<file path="src/rtl/axis_fb_pixel_packer.sv">
// Packs a 16-bit pixel stream into DATA_WIDTH AXI-Stream beats, one frame at a time,
// and sequences the framebuffer writer's commit handshake around each frame.
module axis_fb_pixel_packer #(
    parameter int DATA_WIDTH          = 32,
    parameter int ADDR_WIDTH          = 32,
    parameter int FB_SIZE_IN_PIXEL_LG = 20
) (
    input  logic                           aclk,
    input  logic                           resetn,
    input  logic                           start,
    input  logic [ADDR_WIDTH-1:0]          start_addr,
    input  logic [FB_SIZE_IN_PIXEL_LG-1:0] frame_pixels,
    output logic                           busy,
    output logic                           done,
    output logic                           commit_fb,
    output logic [ADDR_WIDTH-1:0]          fb_addr,
    output logic [FB_SIZE_IN_PIXEL_LG-1:0] fb_size,
    input  logic                           fb_committed,
    input  logic                           s_pix_axis_tvalid,
    output logic                           s_pix_axis_tready,
    input  logic [15:0]                    s_pix_axis_tdata,
    output logic                           m_disp_axis_tvalid,
    input  logic                           m_disp_axis_tready,
    output logic                           m_disp_axis_tlast,
    output logic [DATA_WIDTH-1:0]          m_disp_axis_tdata
);
    localparam int PIXEL_PER_BEAT = DATA_WIDTH / 16;
    localparam int SLOT_W         = (PIXEL_PER_BEAT > 1) ? $clog2(PIXEL_PER_BEAT) : 1;
    localparam logic [FB_SIZE_IN_PIXEL_LG-1:0] ONE_PIX = 1;

    typedef enum logic [1:0] {
        S_IDLE,
        S_COMMIT,
        S_STREAM,
        S_FINISH
    } state_t;

    state_t                         state_q, state_d;
    logic                           busy_q, busy_d;
    logic                           done_q, done_d;
    logic                           commit_q, commit_d;
    logic                           seen_hi_q, seen_hi_d;
    logic [ADDR_WIDTH-1:0]          addr_q, addr_d;
    logic [FB_SIZE_IN_PIXEL_LG-1:0] size_q, size_d;
    logic [FB_SIZE_IN_PIXEL_LG-1:0] remain_q, remain_d;
    logic [SLOT_W-1:0]              slot_q, slot_d;
    logic [DATA_WIDTH-1:0]          pack_q, pack_d;
    logic                           ovalid_q, ovalid_d;
    logic                           olast_q, olast_d;
    logic [DATA_WIDTH-1:0]          odata_q, odata_d;

    logic                  last_lane;
    logic                  final_pix;
    logic                  out_free;
    logic                  pix_ready;
    logic                  pix_fire;
    logic                  out_fire;
    logic [DATA_WIDTH-1:0] word;

    // Both streams transfer on a cycle where valid & ready are high; a source holds
    // valid and its payload stable until that happens.  A pixel that completes a beat
    // (full lane set or frame end) needs the output register free or draining now.
    assign last_lane = (slot_q == SLOT_W'(PIXEL_PER_BEAT - 1));
    assign final_pix = (remain_q == ONE_PIX);
    assign out_free  = !ovalid_q || m_disp_axis_tready;
    assign pix_ready = (state_q == S_STREAM) && (remain_q != '0) &&
                       ((!last_lane && !final_pix) || out_free);
    assign pix_fire  = pix_ready && s_pix_axis_tvalid;
    assign out_fire  = ovalid_q && m_disp_axis_tready;

    always_comb begin
        state_d   = state_q;
        done_d    = 1'b0;
        commit_d  = commit_q;
        seen_hi_d = seen_hi_q;
        addr_d    = addr_q;
        size_d    = size_q;
        remain_d  = remain_q;
        slot_d    = slot_q;
        pack_d    = pack_q;
        ovalid_d  = ovalid_q;
        olast_d   = olast_q;
        odata_d   = odata_q;

        word = pack_q;
        for (int i = 0; i < PIXEL_PER_BEAT; i++) begin
            if (slot_q == SLOT_W'(i)) begin
                word[i*16 +: 16] = s_pix_axis_tdata;
            end
        end

        if (out_fire) begin
            ovalid_d = 1'b0;
            olast_d  = 1'b0;
        end

        // Lanes above the current slot are always zero, which pads a short final beat.
        if (pix_fire) begin
            remain_d = remain_q - ONE_PIX;
            if (last_lane || final_pix) begin
                ovalid_d = 1'b1;
                olast_d  = final_pix;
                odata_d  = word;
                pack_d   = '0;
                slot_d   = '0;
            end else begin
                pack_d = word;
                slot_d = slot_q + SLOT_W'(1);
            end
        end

        case (state_q)
            S_IDLE: begin
                if (start) begin
                    if (frame_pixels != '0) begin
                        addr_d    = start_addr;
                        size_d    = frame_pixels;
                        remain_d  = frame_pixels;
                        slot_d    = '0;
                        pack_d    = '0;
                        commit_d  = 1'b1;
                        seen_hi_d = 1'b0;
                        state_d   = S_COMMIT;
                    end else begin
                        done_d = 1'b1;
                    end
                end
            end
            S_COMMIT: begin
                // Only a high-to-low edge of fb_committed acknowledges this commit.
                if (fb_committed) begin
                    seen_hi_d = 1'b1;
                end else if (seen_hi_q) begin
                    commit_d = 1'b0;
                    state_d  = S_STREAM;
                end
            end
            S_STREAM: begin
                if (out_fire && olast_q) begin
                    state_d = S_FINISH;
                end
            end
            S_FINISH: begin
                if (fb_committed) begin
                    done_d  = 1'b1;
                    state_d = S_IDLE;
                end
            end
            default: state_d = S_IDLE;
        endcase
    end

    assign busy_d = (state_d != S_IDLE);

    always_ff @(posedge aclk or negedge resetn) begin
        if (!resetn) begin
            state_q   <= S_IDLE;
            busy_q    <= 1'b0;
            done_q    <= 1'b0;
            commit_q  <= 1'b0;
            seen_hi_q <= 1'b0;
            addr_q    <= '0;
            size_q    <= '0;
            remain_q  <= '0;
            slot_q    <= '0;
            pack_q    <= '0;
            ovalid_q  <= 1'b0;
            olast_q   <= 1'b0;
            odata_q   <= '0;
        end else begin
            state_q   <= state_d;
            busy_q    <= busy_d;
            done_q    <= done_d;
            commit_q  <= commit_d;
            seen_hi_q <= seen_hi_d;
            addr_q    <= addr_d;
            size_q    <= size_d;
            remain_q  <= remain_d;
            slot_q    <= slot_d;
            pack_q    <= pack_d;
            ovalid_q  <= ovalid_d;
            olast_q   <= olast_d;
            odata_q   <= odata_d;
        end
    end

    assign busy               = busy_q;
    assign done               = done_q;
    assign commit_fb          = commit_q;
    assign fb_addr            = addr_q;
    assign fb_size            = size_q;
    assign s_pix_axis_tready  = pix_ready;
    assign m_disp_axis_tvalid = ovalid_q;
    assign m_disp_axis_tlast  = olast_q;
    assign m_disp_axis_tdata  = odata_q;
endmodule

</file>
<file path="config.mk">
export PLATFORM = sky130hd
export DESIGN_NAME = axis_fb_pixel_packer
export DESIGN_NICKNAME = d
export VERILOG_FILES = /design/src/rtl/axis_fb_pixel_packer.sv
export SDC_FILE = /design/constraint.sdc
export NUM_CORES = 1
export LEC_CHECK = 0
export BUFFER_PORTS_ARGS = -buffer_cell sky130_fd_sc_hd__buf_4
export CAP_MARGIN = 30
export CORE_UTILIZATION = 40
export DETAILED_ROUTE_END_ITERATION = 16
export MAX_ROUTING_LAYER = met4
export SLEW_MARGIN = 15
export SYNTH_ARGS = -nofsm -noshare
export SYNTH_HDL_FRONTEND = slang
export SYNTH_SLANG_ARGS = --single-unit
</file>
<file path="constraint.sdc">
create_clock -name aclk -period 2.71 [get_ports aclk]
set_input_delay 0.1355 -clock aclk [delete_from_list [all_inputs] [get_ports aclk]]
set_output_delay 0.1355 -clock aclk [all_outputs]
set_load 0.03 [all_outputs]
</file>
Word level (Yosys, flattened, before mapping)
Cells that the tools add are included.
Storage, ports and cells
  register bits after elaboration: 145
  output and inout bits: 90
  logic and storage cells: 87
Cells by class
  reductions and logical operators: 21
  add/subtract/negate cells: 2
  equality and inequality tests: 9
  mux-type cells: 42
Operator list (number)
  $mux W32: 5
  $mux W20: 4
  $reduce_bool A20 Y1: 2
  $mux W16: 2
  $mux W1: 21
  $eq A20 B1 Y1 const B: 1
  $sub A20 B1 Y20 const B: 1
  $mux W2: 6
  $ne A2 B2 Y1 const B: 5
  $pmux W2 S4: 1
  $logic_and A1 B1 Y1: 6
  $pmux W1 S2: 3
  $reduce_and A5 Y1: 1
  $eq A2 B2 Y1 const B: 2
  $reduce_and A4 Y1: 1
  $reduce_bool A2 Y1: 2
  $logic_not A1 Y1: 3
  $logic_or A1 B1 Y1: 3
  $reduce_and A3 Y1: 1
  $eq A2 B1 Y1 const B: 1
  $logic_not A2 Y1: 1
  $reduce_and A2 Y1: 1
  $add A1 B1 Y1 const B: 1

Depth between registers and ports, before layout
  depth in word-level cells: 10
  depth in mapped cells: 10

Worst setup path before layout
Ideal clock, no wire load.
  path type: reg-to-reg
  from: reg remain_q[6]
  to: reg odata_q[10], in the netlist m_disp_axis_tdata[10]
  period minus slack after synthesis: 2.191 ns
  slack: 0.519 ns
  required time: 2.585 ns
  arrival time: 2.066 ns
  buffers on the path: 1
  stages on the path, launching flop included: 7
  path through: dfrtp_1 > nor4_4 > nand2_2 > o31a_1 > a211oi_4 > buf_6 > mux2_2
Between the ends
  word-level cells in the longest chain between the ends: 7
  elaborated cells on any way between the ends: 10
  those cells by class: eq/ne (1); reduce/logical (9)
Ends and longest elaborated chain
  start, declared: RTL line 45  | logic [FB_SIZE_IN_PIXEL_LG-1:0] remain_q, remain_d;
  start signal, assigned: RTL line 178  | remain_q <= remain_d;
  $eq A20 B1 Y1: RTL line 64  | assign final_pix = (remain_q == ONE_PIX);
  $logic_not A1 Y1: RTL line 67  | ((!last_lane && !final_pix) || out_free);
  $logic_and A1 B1 Y1: RTL line 67
  $logic_or A1 B1 Y1: RTL line 67
  $logic_and A1 B1 Y1: RTL line 66  | assign pix_ready = (state_q == S_STREAM) && (remain_q != '0) &&
  $logic_and A1 B1 Y1: RTL line 68  | assign pix_fire = pix_ready && s_pix_axis_tvalid;
  $reduce_and A2 Y1 (no line) *
  end signal, assigned: RTL line 183  | odata_q <= odata_d;
  end, declared: RTL line 50  | logic [DATA_WIDTH-1:0] odata_q, odata_d;
Every way passes the cells marked *; elsewhere a longest branch is shown, timed or not.
A chain may end at the register's enable or synchronous reset.

Worst setup path after layout
  from: reg remain_q[1]
  to: out s_pix_axis_tready
Between the ends
  word-level cells in the longest chain between the ends: 5
  elaborated cells on any way between the ends: 7
  those cells by class: eq/ne (1); reduce/logical (6)
Ends and longest elaborated chain
  $eq A20 B1 Y1: RTL line 64
  $logic_not A1 Y1: RTL line 67
  $logic_and A1 B1 Y1: RTL line 67
  $logic_or A1 B1 Y1: RTL line 67
  $logic_and A1 B1 Y1 *: RTL line 66
  end, declared: RTL line 20  | output logic s_pix_axis_tready,
Marked as above.

==> impl_table.tex <==
\begin{tabular}{lr}
\hline
Metric & Value \\
\hline
\multicolumn{2}{l}{\textbf{Cells and area}} \\
\# fillers & 1371 \\
Layout Cells excl Fill & 1059 \\
Relative area change from synthesis to final layout & 41.0\% \\
Ratio of cells with drive above 1 in the final layout & 0.363 \\
\# diodes & 0 \\
Layout Cell Area excl Fill & 9270 sq um \\
Nets & 912 \\
\multicolumn{2}{l}{\textbf{Timing}} \\
Final number of max-transition violations & 0 \\
Number of setup violations in the final report & 0 \\
Highest clock rate & 0.390 GHz \\
Worst slew margin & 0.504 \\
Setup skew after layout & 0.00899 ns \\
Post-layout minimum cycle time & 2.56 ns \\
Hold violation count in the final report & 0 \\
Unrepaired setup endpoints after global routing & no \\
Final worst-path cycle share & 0.946 \\
Worst-Margin Slew & 0.739 ns \\
Setup ws final & 0.145 ns \\
Sum of negative setup slack & 0 ns \\
\multicolumn{2}{l}{\textbf{Route}} \\
Residual DRC count & 0 \\
Initial drt markers & 323 \\
Via total after detailed routing & 5394 \\
Average wire per standard cell & 16.1 microns \\
Number of iterations in the first detailed-routing pass & 7 \\
DRT Wirelength & 17.0 mm \\
Vias per cell & 5.09 \\
Count of antenna-violating nets left after detailed routing & 0 \\
\multicolumn{2}{l}{\textbf{Yosys}} \\
Xor/xnor share of the synthesized area & 0.00799 \\
Biggest area contributors in the synthesized netlist & dfrtp\_1 (55\%), mux2\_2 (11\%), nand2\_1 (9.8\%) \\
Largest family of logic cells by synthesized area & simple AND/OR/NAND/NOR gates \\
Most area-hungry cell type in the Yosys netlist & dfrtp\_1 \\
Multiplexer fraction of the synthesized cell area & 0.113 \\
Cell count after synthesis & 604 \\
Synthesized-area fraction occupied by adder cells & 0.0133 \\
Syn\_nets & 685 \\
Synth Register Bits & 145 \\
Sequential fraction of the synthesis area & 0.552 \\
Asr flop ratio synth & 1.00 \\
Netlist cell types & 61 \\
Share of the synthesized area in compound gates (AO/OA/AOI/OAI) & 0.101 \\
Area fraction of the dominant cell type after synthesis & 0.552 \\
Number of enable flip-flop cells after synthesis & 0 \\
Post-synthesis share of cell area spent on and, or, nand and nor gates & 0.180 \\
Primary flip-flop cell chosen by synthesis mapping & dfrtp\_1 \\
Yosys warns & 0 \\
Syn avg cell area & 10.9 sq um \\
Netlist area before placement & 6580 sq um \\
\multicolumn{2}{l}{\textbf{Worst setup path}} \\
Worst reg-to-reg path cell count & 7 \\
Arrival time of data at the critical path endpoint & 2.43 ns \\
Data required time at the worst endpoint & 2.57 ns \\
Setup Crit Path Kind & reg -> out \\
Critical path endpoint category & output pin \\
Crit Path Max Fanout & 6 \\
Startpoint Class & register \\
\multicolumn{2}{l}{\textbf{Power and ir drop}} \\
Worst vdd ir & 442 uV \\
Total power per unit cell area & 505 nW/um\^{}2 \\
Leak pwr & 4.83 nW \\
\multicolumn{2}{l}{\textbf{Place}} \\
Port Buf Inserts & 163 \\
GPL Wtd Cong & 0.838 \\
Worst Setup Slack post-DPL & 0.160 ns \\
Post-Place Cell Area & 8010 sq um \\
DP HPWL & 10.8 mm \\
DP Cell Count & 959 \\
\multicolumn{2}{l}{\textbf{Outcome}} \\
Run status & completed \\
\multicolumn{2}{l}{\textbf{Worst hold path}} \\
Worst min path class & in -> reg \\
Instance count along the most critical hold path & 3 \\
\multicolumn{2}{l}{\textbf{Clock network}} \\
TritonCTS sink count & 145 \\
Clk pin slew, worst setup/hold paths & 0.06 ns \\
Number of clock buffers inserted by TritonCTS & 17 \\
Clock latency of the later-clocked register in the worst-skew pair & 0.42 ns \\
Clock Path Buffers & 2 \\
Clock tree from TritonCTS & done \\
CTS HTree Levels & 4 \\
Post-CTS Setup Bufs & 0 \\
Clock tree root buffer cell & clkbuf\_16 \\
\multicolumn{2}{l}{\textbf{Die}} \\
Width of the die & 130 microns \\
Initial core utilization & 0.412 \\
Floorplan die area & 17000 sq um \\
Area of the core & 15900 sq um \\
Die boundary height & 130 microns \\
Num rows & 46 \\
Number of placed I/O pins & 164 \\
\multicolumn{2}{l}{\textbf{GRT}} \\
Global-route wire length before repair & 28.1 mm \\
GR Overflow Total & 0 \\
Via count of the first global-routing pass & 5505 \\
Initial antenna violation count & 0 \\
Overall global routing resource usage & 0.221 \\
Largest net degree at the start of global routing & 95 \\
\multicolumn{2}{l}{\textbf{Flow run}} \\
Count of maximum capacitance violations & 0 \\
\hline
\end{tabular}
==> kinds of logic after synthesis <==
kind of cell,Yosys count
mux,66
flops,145
compound gates,82
simple gates,258
fa+ha+maj,7
buf+inv,40
xor+xnor,6
==> registers in the layout, summed over array words and instances (netlist names) <==
signal	count
last_lane	1
m_disp_axis_tdata	32
fb_size	20
done	1
fb_addr	32
commit_fb	1
pack_q	32
state_q	2
remain_q	20
busy	1
m_disp_axis_tvalid	1
m_disp_axis_tlast	1
seen_hi_q	1
==> critical path, cell delays in order, from the launching register on <==
cell and delay, ns:
dfrtp_1 0.40, inv_1 0.10, ha_1 0.21, and3b_2 0.21, o21a_1 0.33, nand3_1 0.30, and3_1 0.28, buf_4 0.17
==> metrics by stage <==
| stage | hold WS (ns) | power (mW) | util |
|---|---|---|---|
| floorplan | -0.160 | 2.23 | - |
| global placement | 0.228 | 2.38 | 0.503 |
| detailed placement | 0.226 | 2.39 | 0.503 |
| CTS | 0.0211 | 4.76 | 0.581 |
| global route | 0.0369 | 4.88 | 0.582 |
| finish | 0.0479 | 4.69 | 0.582 |
==> power by group <==
part           switching (mW)  internal (mW)  total [mW]
sequential           0.000573           2.17        2.17
combinational           0.107          0.152       0.259
clock                   0.909           1.35        2.26
total                    1.02           3.67        4.69
==> cells in the final DEF, fill, tap and decap left out, types with 8 or more instances in the layout <==
cell | synthesis | routed
a21oi_1 | 11 | 11
a22o_2 | 16 | 16
a31oi_1 | 8 | 8
and3_1 | 18 | 17
buf_4 | 1 | 166
clkbuf_16 | 0 | 17
dfrtp_1 | 145 | 145
dlygate4sd3_1 | 0 | 69
inv_1 | 8 | 8
mux2_2 | 63 | 63
nand2_1 | 171 | 171
nor2_1 | 17 | 17
nor4_1 | 11 | 11
o21ai_0 | 13 | 12
==> layout make-up <==
type / count / area [sq um] / share of cell area
tap: 216 / 270 / 0.0291
inverter: 8 / 30.0 / 0.00324
timing repair buffer: 240 / 2030 / 0.219
multi-input combinational: 419 / 2750 / 0.296
clock buffer: 18 / 429 / 0.0463
clock inverter: 13 / 138 / 0.0148
sequential: 145 / 3630 / 0.391
==> final timing paths <==
| check | startpoint | end | slack [ns] |
|---|---|---|---|
| max in group asynchronous | resetn | fb_addr[21] | 1.57 |
| max | remain_q[1] | s_pix_axis_tready | 0.15 |
| min in group asynchronous | resetn | m_disp_axis_tdata[16] | 0.34 |
| max reg2reg | remain_q[1] | remain_q[6] | 0.27 |
| min | frame_pixels[19] | fb_size[19] | 0.05 |
| min reg2reg | fb_size[12] | fb_size[12] | 0.47 |
==> Yosys cell counts (3+ instances only) <==
master	count
buf_1	3
o21ai_0	13
nand3_1	4
or4_1	4
a31oi_1	8
o21a_1	4
buf_2	3
a21oi_1	11
inv_1	8
nand2b_1	3
a22o_2	16
or3_1	3
nor3_1	4
nand4_1	3
dfrtp_1	145
nand2_1	171
o31ai_1	6
and3_1	18
a31o_2	3
nor2_1	17
buf_6	6
ha_1	7
xnor2_1	4
nor3_2	3
mux2_2	63
nor4_1	11
clkbuf_1	18
==> metal layers <==
metal / track usage / vias up / part of all wire
met4: 0.0766 / 0 / 0.014
li1: - / 2557 / -
met3: 0.0476 / 22 / 0.051
met1: 0.287 / 2653 / 0.45
met2: 0.343 / 162 / 0.48
met5: - / - / 0
==> what timing repair did <==
item                       4_1_cts  5_1_grt
hold endpoints to repair       152        0
hold buffers                    69        0
setup endpoints to repair        0       16
resized for setup                0        1
Note: power is estimated with default switching activity, not from simulation.
